## src/rtl/mem_port_arbiter.sv

```systemverilog
// Arbitrates one variable-latency memory between the data (D), fetch (I) and debug (S) ports.
// Fixed priority D > I > S with starvation promotion, and a watchdog that aborts stuck accesses.
module mem_port_arbiter #(
    parameter int              AW         = 32,
    parameter int              DW         = 32,
    parameter int              STARVE_MAX = 4,
    parameter int              TIMEOUT    = 255,
    parameter logic [DW-1:0]   ERR_DATA   = 32'hDEADBEEF
) (
    input  logic          clk_i,
    input  logic          rst_ni,

    input  logic          dReq_i,
    input  logic          dWe_i,
    input  logic [AW-1:0] dAddr_i,
    input  logic [DW-1:0] dWdata_i,
    output logic          dDone_o,
    output logic [DW-1:0] dRdata_o,

    input  logic          iReq_i,
    input  logic          iWe_i,
    input  logic [AW-1:0] iAddr_i,
    input  logic [DW-1:0] iWdata_i,
    output logic          iDone_o,
    output logic [DW-1:0] iRdata_o,

    input  logic          sReq_i,
    input  logic          sWe_i,
    input  logic [AW-1:0] sAddr_i,
    input  logic [DW-1:0] sWdata_i,
    output logic          sDone_o,
    output logic [DW-1:0] sRdata_o,

    output logic          memReq_o,
    output logic          memWe_o,
    output logic [AW-1:0] memAddr_o,
    output logic [DW-1:0] memWdata_o,
    input  logic [DW-1:0] memRdata_i,
    input  logic          memReady_i,

    output logic [1:0]    owner_o,
    output logic          err_o
);

    localparam int SW = $clog2(STARVE_MAX + 1);
    localparam int TW = $clog2(TIMEOUT + 1);

    localparam logic [1:0] OWN_D    = 2'd0;
    localparam logic [1:0] OWN_I    = 2'd1;
    localparam logic [1:0] OWN_S    = 2'd2;
    localparam logic [1:0] OWN_NONE = 2'd3;

    typedef enum logic [1:0] {
        IDLE = 2'd0,
        BUSY = 2'd1,
        DONE = 2'd2
    } state_e;

    state_e        state_q, state_d;
    logic [1:0]    owner_q, owner_d;
    logic          memReq_q, memReq_d;
    logic          memWe_q, memWe_d;
    logic [AW-1:0] memAddr_q, memAddr_d;
    logic [DW-1:0] memWdata_q, memWdata_d;
    logic [DW-1:0] dRdata_q, dRdata_d;
    logic [DW-1:0] iRdata_q, iRdata_d;
    logic [DW-1:0] sRdata_q, sRdata_d;
    logic [TW-1:0] tmo_q, tmo_d;
    logic          abort_q, abort_d;
    logic [SW-1:0] starveI_q, starveI_d;
    logic [SW-1:0] starveS_q, starveS_d;

    logic [1:0]    winner;
    logic          grant;
    logic          tmoHit;
    logic          finish;
    logic          selWe;
    logic [AW-1:0] selAddr;
    logic [DW-1:0] selWdata;
    logic [DW-1:0] capData;

    // A promoted port only wins while it is still requesting; a dropped request is never granted.
    always_comb begin
        winner = OWN_NONE;
        if (iReq_i && (starveI_q == SW'(STARVE_MAX))) begin
            winner = OWN_I;
        end else if (sReq_i && (starveS_q == SW'(STARVE_MAX))) begin
            winner = OWN_S;
        end else if (dReq_i) begin
            winner = OWN_D;
        end else if (iReq_i) begin
            winner = OWN_I;
        end else if (sReq_i) begin
            winner = OWN_S;
        end
    end

    assign grant  = (state_q == IDLE) && (winner != OWN_NONE);
    assign tmoHit = (state_q == BUSY) && (tmo_q == TW'(TIMEOUT - 1));
    assign finish = (state_q == BUSY) && (memReady_i || tmoHit);

    always_comb begin
        selWe    = 1'b0;
        selAddr  = '0;
        selWdata = '0;
        case (winner)
            OWN_D: begin
                selWe    = dWe_i;
                selAddr  = dAddr_i;
                selWdata = dWdata_i;
            end
            OWN_I: begin
                selWe    = iWe_i;
                selAddr  = iAddr_i;
                selWdata = iWdata_i;
            end
            OWN_S: begin
                selWe    = sWe_i;
                selAddr  = sAddr_i;
                selWdata = sWdata_i;
            end
            default: ;
        endcase
    end

    always_ff @(posedge clk_i or negedge rst_ni) begin
        if (!rst_ni) begin
            state_q <= IDLE;
        end else begin
            state_q <= state_d;
        end
    end

    always_comb begin
        state_d = state_q;
        case (state_q)
            IDLE:    if (grant) state_d = BUSY;
            BUSY:    if (finish) state_d = DONE;
            DONE:    state_d = IDLE;
            default: state_d = IDLE;
        endcase
    end

    always_comb begin
        dDone_o = 1'b0;
        iDone_o = 1'b0;
        sDone_o = 1'b0;
        err_o   = 1'b0;
        if (state_q == DONE) begin
            dDone_o = (owner_q == OWN_D);
            iDone_o = (owner_q == OWN_I);
            sDone_o = (owner_q == OWN_S);
            err_o   = abort_q;
        end
    end

    // mem_ready takes precedence over the watchdog when both land in the same cycle.
    assign capData = memReady_i ? memRdata_i : ERR_DATA;

    always_comb begin
        owner_d    = owner_q;
        memReq_d   = memReq_q;
        memWe_d    = memWe_q;
        memAddr_d  = memAddr_q;
        memWdata_d = memWdata_q;
        dRdata_d   = dRdata_q;
        iRdata_d   = iRdata_q;
        sRdata_d   = sRdata_q;
        tmo_d      = tmo_q;
        abort_d    = abort_q;
        case (state_q)
            IDLE: begin
                if (grant) begin
                    owner_d    = winner;
                    memReq_d   = 1'b1;
                    memWe_d    = selWe;
                    memAddr_d  = selAddr;
                    memWdata_d = selWdata;
                    tmo_d      = '0;
                    abort_d    = 1'b0;
                end else begin
                    owner_d = OWN_NONE;
                end
            end
            BUSY: begin
                tmo_d = tmo_q + TW'(1);
                if (finish) begin
                    memReq_d = 1'b0;
                    abort_d  = !memReady_i;
                    case (owner_q)
                        OWN_D:   dRdata_d = capData;
                        OWN_I:   iRdata_d = capData;
                        OWN_S:   sRdata_d = capData;
                        default: ;
                    endcase
                end
            end
            DONE: begin
                owner_d = OWN_NONE;
            end
            default: ;
        endcase
    end

    // Starvation counts only advance on an actual lost arbitration and reset whenever req drops.
    always_comb begin
        starveI_d = starveI_q;
        starveS_d = starveS_q;
        if (!iReq_i) begin
            starveI_d = '0;
        end else if (grant) begin
            if (winner == OWN_I) begin
                starveI_d = '0;
            end else if (starveI_q != SW'(STARVE_MAX)) begin
                starveI_d = starveI_q + SW'(1);
            end
        end
        if (!sReq_i) begin
            starveS_d = '0;
        end else if (grant) begin
            if (winner == OWN_S) begin
                starveS_d = '0;
            end else if (starveS_q != SW'(STARVE_MAX)) begin
                starveS_d = starveS_q + SW'(1);
            end
        end
    end

    always_ff @(posedge clk_i or negedge rst_ni) begin
        if (!rst_ni) begin
            owner_q    <= OWN_NONE;
            memReq_q   <= 1'b0;
            memWe_q    <= 1'b0;
            memAddr_q  <= '0;
            memWdata_q <= '0;
            dRdata_q   <= '0;
            iRdata_q   <= '0;
            sRdata_q   <= '0;
            tmo_q      <= '0;
            abort_q    <= 1'b0;
            starveI_q  <= '0;
            starveS_q  <= '0;
        end else begin
            owner_q    <= owner_d;
            memReq_q   <= memReq_d;
            memWe_q    <= memWe_d;
            memAddr_q  <= memAddr_d;
            memWdata_q <= memWdata_d;
            dRdata_q   <= dRdata_d;
            iRdata_q   <= iRdata_d;
            sRdata_q   <= sRdata_d;
            tmo_q      <= tmo_d;
            abort_q    <= abort_d;
            starveI_q  <= starveI_d;
            starveS_q  <= starveS_d;
        end
    end

    assign owner_o    = owner_q;
    assign memReq_o   = memReq_q;
    assign memWe_o    = memWe_q;
    assign memAddr_o  = memAddr_q;
    assign memWdata_o = memWdata_q;
    assign dRdata_o   = dRdata_q;
    assign iRdata_o   = iRdata_q;
    assign sRdata_o   = sRdata_q;

endmodule

```

## config.mk

```make
export PLATFORM = sky130hd
export DESIGN_NAME = mem_port_arbiter
export DESIGN_NICKNAME = d
export VERILOG_FILES = /design/src/rtl/mem_port_arbiter.sv
export SDC_FILE = /design/constraint.sdc
export NUM_CORES = 1
export LEC_CHECK = 0
export CORE_AREA = 2 2 154 156
export CTS_BUF_LIST = sky130_fd_sc_hd__clkbuf_8
export CTS_CLUSTER_DIAMETER = 60
export DETAILED_ROUTE_END_ITERATION = 8
export DIE_AREA = 0 0 156 158
export GPL_ROUTABILITY_DRIVEN = 0
export PLACE_DENSITY_LB_ADDON = 0.3
export SLEW_MARGIN = 20
export SYNTH_ARGS = -nofsm -noshare
export SYNTH_HDL_FRONTEND = slang
export SYNTH_SLANG_ARGS = --single-unit
```

## constraint.sdc

```tcl
create_clock -name clk_i -period 1.9 [get_ports clk_i]
set_clock_uncertainty 0.1 [all_clocks]
set_input_delay 0.475 -clock clk_i [delete_from_list [all_inputs] [get_ports clk_i]]
set_output_delay 0.475 -clock clk_i [all_outputs]
set_load 0.01 [all_outputs]
```

**After elaboration in Yosys (flattened, before gate mapping)**

Index checks and enable logic that the tools add are counted.

- Bits in registers: 181
- Latch bits: 0
- Bits in writable memories: 0
- Bits in read-only memories: 0
- Input port bits: 233
- Word-level logic and storage cells: 89
- Memories: 0

- Add/subtract/negate cells: 3
- Multipliers: 0
- Divide/modulo/power cells: 0
- Magnitude comparators: 0
- Equal/unequal tests: 18
- Shift operators: 0
- Multiplexer cells: 34
- Bitwise gates (word level): 0
- Reduce and logical (&&, ||, !) cells: 21

Operators with widths:

| cell | count |
|---|---|
| one-hot mux 32 bit (3 select lines) | 2 |
| 2-to-1 mux 32 bit | 1 |
| 2-to-1 mux 3 bit | 8 |
| one-hot mux 8 bit (2 select lines) | 1 |
| 2-to-1 mux 2 bit | 7 |
| AND reduction 3 bit | 4 |
| AND reduction 2 bit | 5 |
| 2-to-1 mux 1 bit | 9 |
| adder 8 x 1 -> 8 bit, second input constant | 1 |
| == test 8 bit, second input constant | 1 |
| 2-to-1 mux 8 bit | 1 |
| one-hot mux 2 bit (2 select lines) | 2 |
| adder 3 x 1 -> 3 bit, second input constant | 2 |
| == test 2 x 1 -> 1 bit, second input constant | 3 |
| == test 2 bit, second input constant | 3 |
| == test 3 bit, second input constant | 2 |
| logical NOT 2 bit | 3 |
| inequality test 2 bit, second input constant | 3 |
| inequality test 3 x 1 -> 1 bit, second input constant | 2 |
| inequality test 3 bit, second input constant | 2 |
| logical AND 1 bit | 5 |
| inequality test 2 x 1 -> 1 bit, second input constant | 2 |
| one-hot mux 1 bit (2 select lines) | 2 |
| nonzero test 2 bit | 2 |
| other kinds (3) | 3 |

**Longest topological paths before layout**

- Word-level depth: 9
- Gate-level depth with buffers: 9

**Worst setup path after synthesis**

No wires, ideal clock.

- Path type: register to register
- From: register starveS_q[0]
- To: register memAddr_q[0] (netlist: memAddr_o[0])
- Arrival time: 1.867 ns
- Setup slack: -0.133 ns
- Cell stages (with the launch flop): 10
- Clock period less this slack: 2.033 ns
- Cell sequence: dfrtp_1 inv_1 ha_1 buf_2 a31o_2 a21boi_2 and2_0 clkbuf_1 buf_2 a221o_1

- Longest elaborated chain between the ends: 7

Ends and longest elaborated chain:

| what | line | RTL |
|---|---|---|
| start, declared | 71 | `logic [SW-1:0] starveS_q, starveS_d;` |
| start signal, assigned | 255 | `starveS_q <= starveS_d;` |
| == test 3 bit (*) | 87 | `end else if (sReq_i && (starveS_q == SW'(STARVE_MAX))) begin` |
| logical AND 1 bit (*) | 87 |  |
| 2-to-1 mux 2 bit (*) | 87 |  |
| 2-to-1 mux 2 bit (*) | 85 | `if (iReq_i && (starveI_q == SW'(STARVE_MAX))) begin` |
| inequality test 2 bit | 98 | `assign grant = (state_q == IDLE) && (winner != OWN_NONE);` |
| logical AND 1 bit | 98 |  |
| AND reduction 2 bit (no source line) | - |  |
| end signal, assigned | 247 | `memAddr_q <= memAddr_d;` |
| end, declared | 63 | `logic [AW-1:0] memAddr_q, memAddr_d;` |

Mark *: on every way between the ends. The rest lies on a longest branch, timed or not.
A chain may end at the register's enable or synchronous reset.

**Final worst setup path**

- From: register owner_q[1] (netlist: owner_o[1])
- To: output port iDone_o

- Longest elaborated chain between the ends: 2

Ends and longest elaborated chain:

| what | line | RTL |
|---|---|---|
| start, declared | 60 | `logic [1:0] owner_q, owner_d;` |
| start signal, assigned | 244 | `owner_q <= owner_d;` |
| == test 2 x 1 -> 1 bit | 151 | `iDone_o = (owner_q == OWN_I);` |
| 2-to-1 mux 1 bit | 149 | `if (state_q == DONE) begin` |
| end, declared | 24 | `output logic iDone_o,` |

No other way between the ends.

==> results.toml <==
[final_layout]
fillers = 1913
final_layout_size_suffix_gt1_share_pct = 17.8
multi_input_area_um2 = 3590
diodes = 0
fin_cells = 1480
utilization_pct = 60.5
fin_area_um2 = 13900
ff_latch_area_um2 = 4530
finalNetCount = 1417
syn2layout_area_growth_pct = 73.0

[sta]
worst_pin_slew_ns = 0.357
slew_violations = 0
setup_viol_count_final = 3
maxSlewHeadroom_pct = 76.2
hold_slack_ns = 0.353
rsz0062_at_grt = "yes"
fin_crit_sh_pct = 103
fin_ws_ns = -0.0623
hold_violations = 0
fin_crit_ns = 1.96
max_freq_mhz = 510

[drt]
wirelength_um = 30900
drt_first_pass_iters = 4
drc_errors = 0
via_per_inst = 5.43
wire_per_inst_um = 20.9
vias = 8038
drt_iter0_drc = 415
drtAntennaViolNets = 0

[yosys]
synth_ff_type = "dfrtp_1"
synthesis.area_um2 = 8060
postSynthAreaPerCell_um2 = 11.2
yosysSeqAreaShare_pct = 56.2
synth_edf_count = 0
synth.ff_latch_count = 181
yosysTopAreaCellShare_pct = 55.5
synth.most_common_cell = "dfrtp_1"
synth_area_leaders = "dfrtp_1 (56%), a2bb2oi_1 (7.9%), a221o_1 (4.0%)"
synth_cells = 718
syn_nets = 957
yosys_warnings = 0
synth_common_cells = "dfrtp_1 (179), a2bb2oi_1 (73), nor2_1 (71)"
yosys.area.top_type = "dfrtp_1"
synth.distinct_cells = 47
async_flop_share_pct = 100

[clock_tree]
clockRootBuffer = "clkbuf_8"
cts_tree = "yes"
cts_buffers = 17
ctsHtreeMaxLevel = 4
clk_pin_slew_ns = 0.11
clock_sinks = 181
clock_latency_ns = 0.46
clockBufferDepth = 2

[power_and_ir_drop]
p_leak_nw = 6.10
peakVddDrop_mv = 0.510
p_per_area_nw_per_um2 = 1420
total_power_mw = 19.8

[worst_setup_path]
cp-start-kind = "flop"
rr_endpoint = "memWdata_o[25]"
cp-startpoint = "owner_o[1]"
cp.arrival_ns = 1.39
cp_slowest_cell = "dfstp_2"
timing.rr.start = "starveS_q[0]"
required_ns = 1.32
reg2regPathDepth = 9
cp_max_fo = 4
path_cells = "nand2b_1, nor2_1, buf_2"
endpoint = "iDone_o"
crit_path_max_incr_delay_ns = 0.60
crit_type = "reg -> out"
end_kind = "primary output"
reg2reg_slack_ns = 0.02

[floorplanning]
initial_core_util_pct = 35.0
placeableCoreArea_um2 = 23100
boundaryPins = 401
die_y_um = 158
dieWidth_um = 156
fp.dieArea_um2 = 24600
rows = 56

[worst_hold_path]
hp-class = "in -> async"

[run]
max-cap-violations = 0

[global_route]
gr-total-overflow = 0
antenna_found_initial = 0
gr-usage-all-layers_pct = 22.9
grt_max_degree = 50
grt_pass1_wl_um = 44000
grt_pass1_vias = 7840

[status]
status = "complete, but fails checks"
violations = "negative setup slack"

[placement]
port_buffers = 400
dp.cells = 1410
place_hpwl_um = 20400
placed_cell_area_um2 = 12900
-- layout by cell type (no fill, tap or decap), drive strengths merged, types with 6 or more instances in the layout --
| cell | instances |
|---|---|
| nand2 | 47 |
| o211ai | 34 |
| a2bb2oi | 73 |
| a221o | 32 |
| o21ai | 9 |
| clkdlybuf4s50 | 229 |
| inv | 17 |
| dlygate4sd2 | 163 |
| and3 | 6 |
| ha | 6 |
| a22oi | 33 |
| clkbuf | 27 |
| a32o | 24 |
| and2 | 12 |
| nor2 | 72 |
| dfrtp | 179 |
| clkinv | 7 |
| nand3 | 37 |
| a22o | 33 |
| a21oi | 9 |
| buf | 97 |
-- flip-flops by register name (all words and copies together), names as in the netlist, 3 cells and up --
name and count:
dRdata_o 32, starveI_q 3, tmo_q 8, starveS_q 3, sRdata_o 32, memAddr_o 32
memWdata_o 32, iRdata_o 32
-- where the power goes --
group	internal [mW]	leakage (nW)	switching [mW]
logic	5.59	3.74	4.85
clock network	0.963	0.188	1.60
registers	5.69	2.17	1.12
-- layer usage --
layer	share of wire, %	vias up	global-route usage [%]
li1	-	3688	-
met1	41	3953	29.2
met2	49	325	37.5
met3	6.4	72	5.37
met4	3.6	0	10.0
met5	0	-	0
-- layout make-up --
cell class                 count  share of cell area, %
inverter                      11                  0.296
sequential                   181                   32.5
multi-input combinational    466                   25.7
tap                          290                   2.60
clock inverter                14                  0.978
timing repair buffer         501                   36.2
clock buffer                  17                   1.68
-- critical path: cells and delay by family (launching register included) --
kind / cells / cell delay (ns)
flip-flops: 1 / 0.60
AND/OR/NAND/NOR: 2 / 0.19
buffers and inverters: 1 / 0.14
-- worst min-delay path by stage --
stage               startpoint        endpoint
floorplan               rst_ni         abort_q
global placement        rst_ni  memWdata_o[31]
detailed placement      rst_ni  memWdata_o[31]
CTS                     rst_ni        tmo_q[0]
global route            rst_ni  memWdata_o[31]
finish                  rst_ni   memWdata_o[9]
-- stage by stage --
stage          worst slack [ns]  setup TNS (ns)
5_1_grt                  -0.141           -1.99
2_1_floorplan           -0.0873           -2.62
3_3_place_gp             -0.495          -45.85
4_1_cts                  -0.124          -0.313
6_report                -0.0623         -0.0955
3_5_place_dp             -0.530          -48.93
-- timing repair --
item | CTS | global route
endpoints found under the hold margin | 23 | 0
gates cloned | 2 | 18
hold buffers | 1 | 0
endpoints found under the setup margin | 234 | 115
pin swaps | 3 | 67
setup buffers | 5 | 13
gates resized for setup | 213 | 67
-- kinds of logic (layout without fill, tap and decap cells) --
family          Yosys count  in the layout  share of synthesized area, %
mux                       1              1                         0.124
fa+ha+maj                 6              6                         0.931
flops                   181            181                          56.2
compound gates          265            265                          27.7
buf+inv                  75            543                          4.31
simple gates            190            194                          10.7
Note: power is estimated with default switching activity, not from simulation.
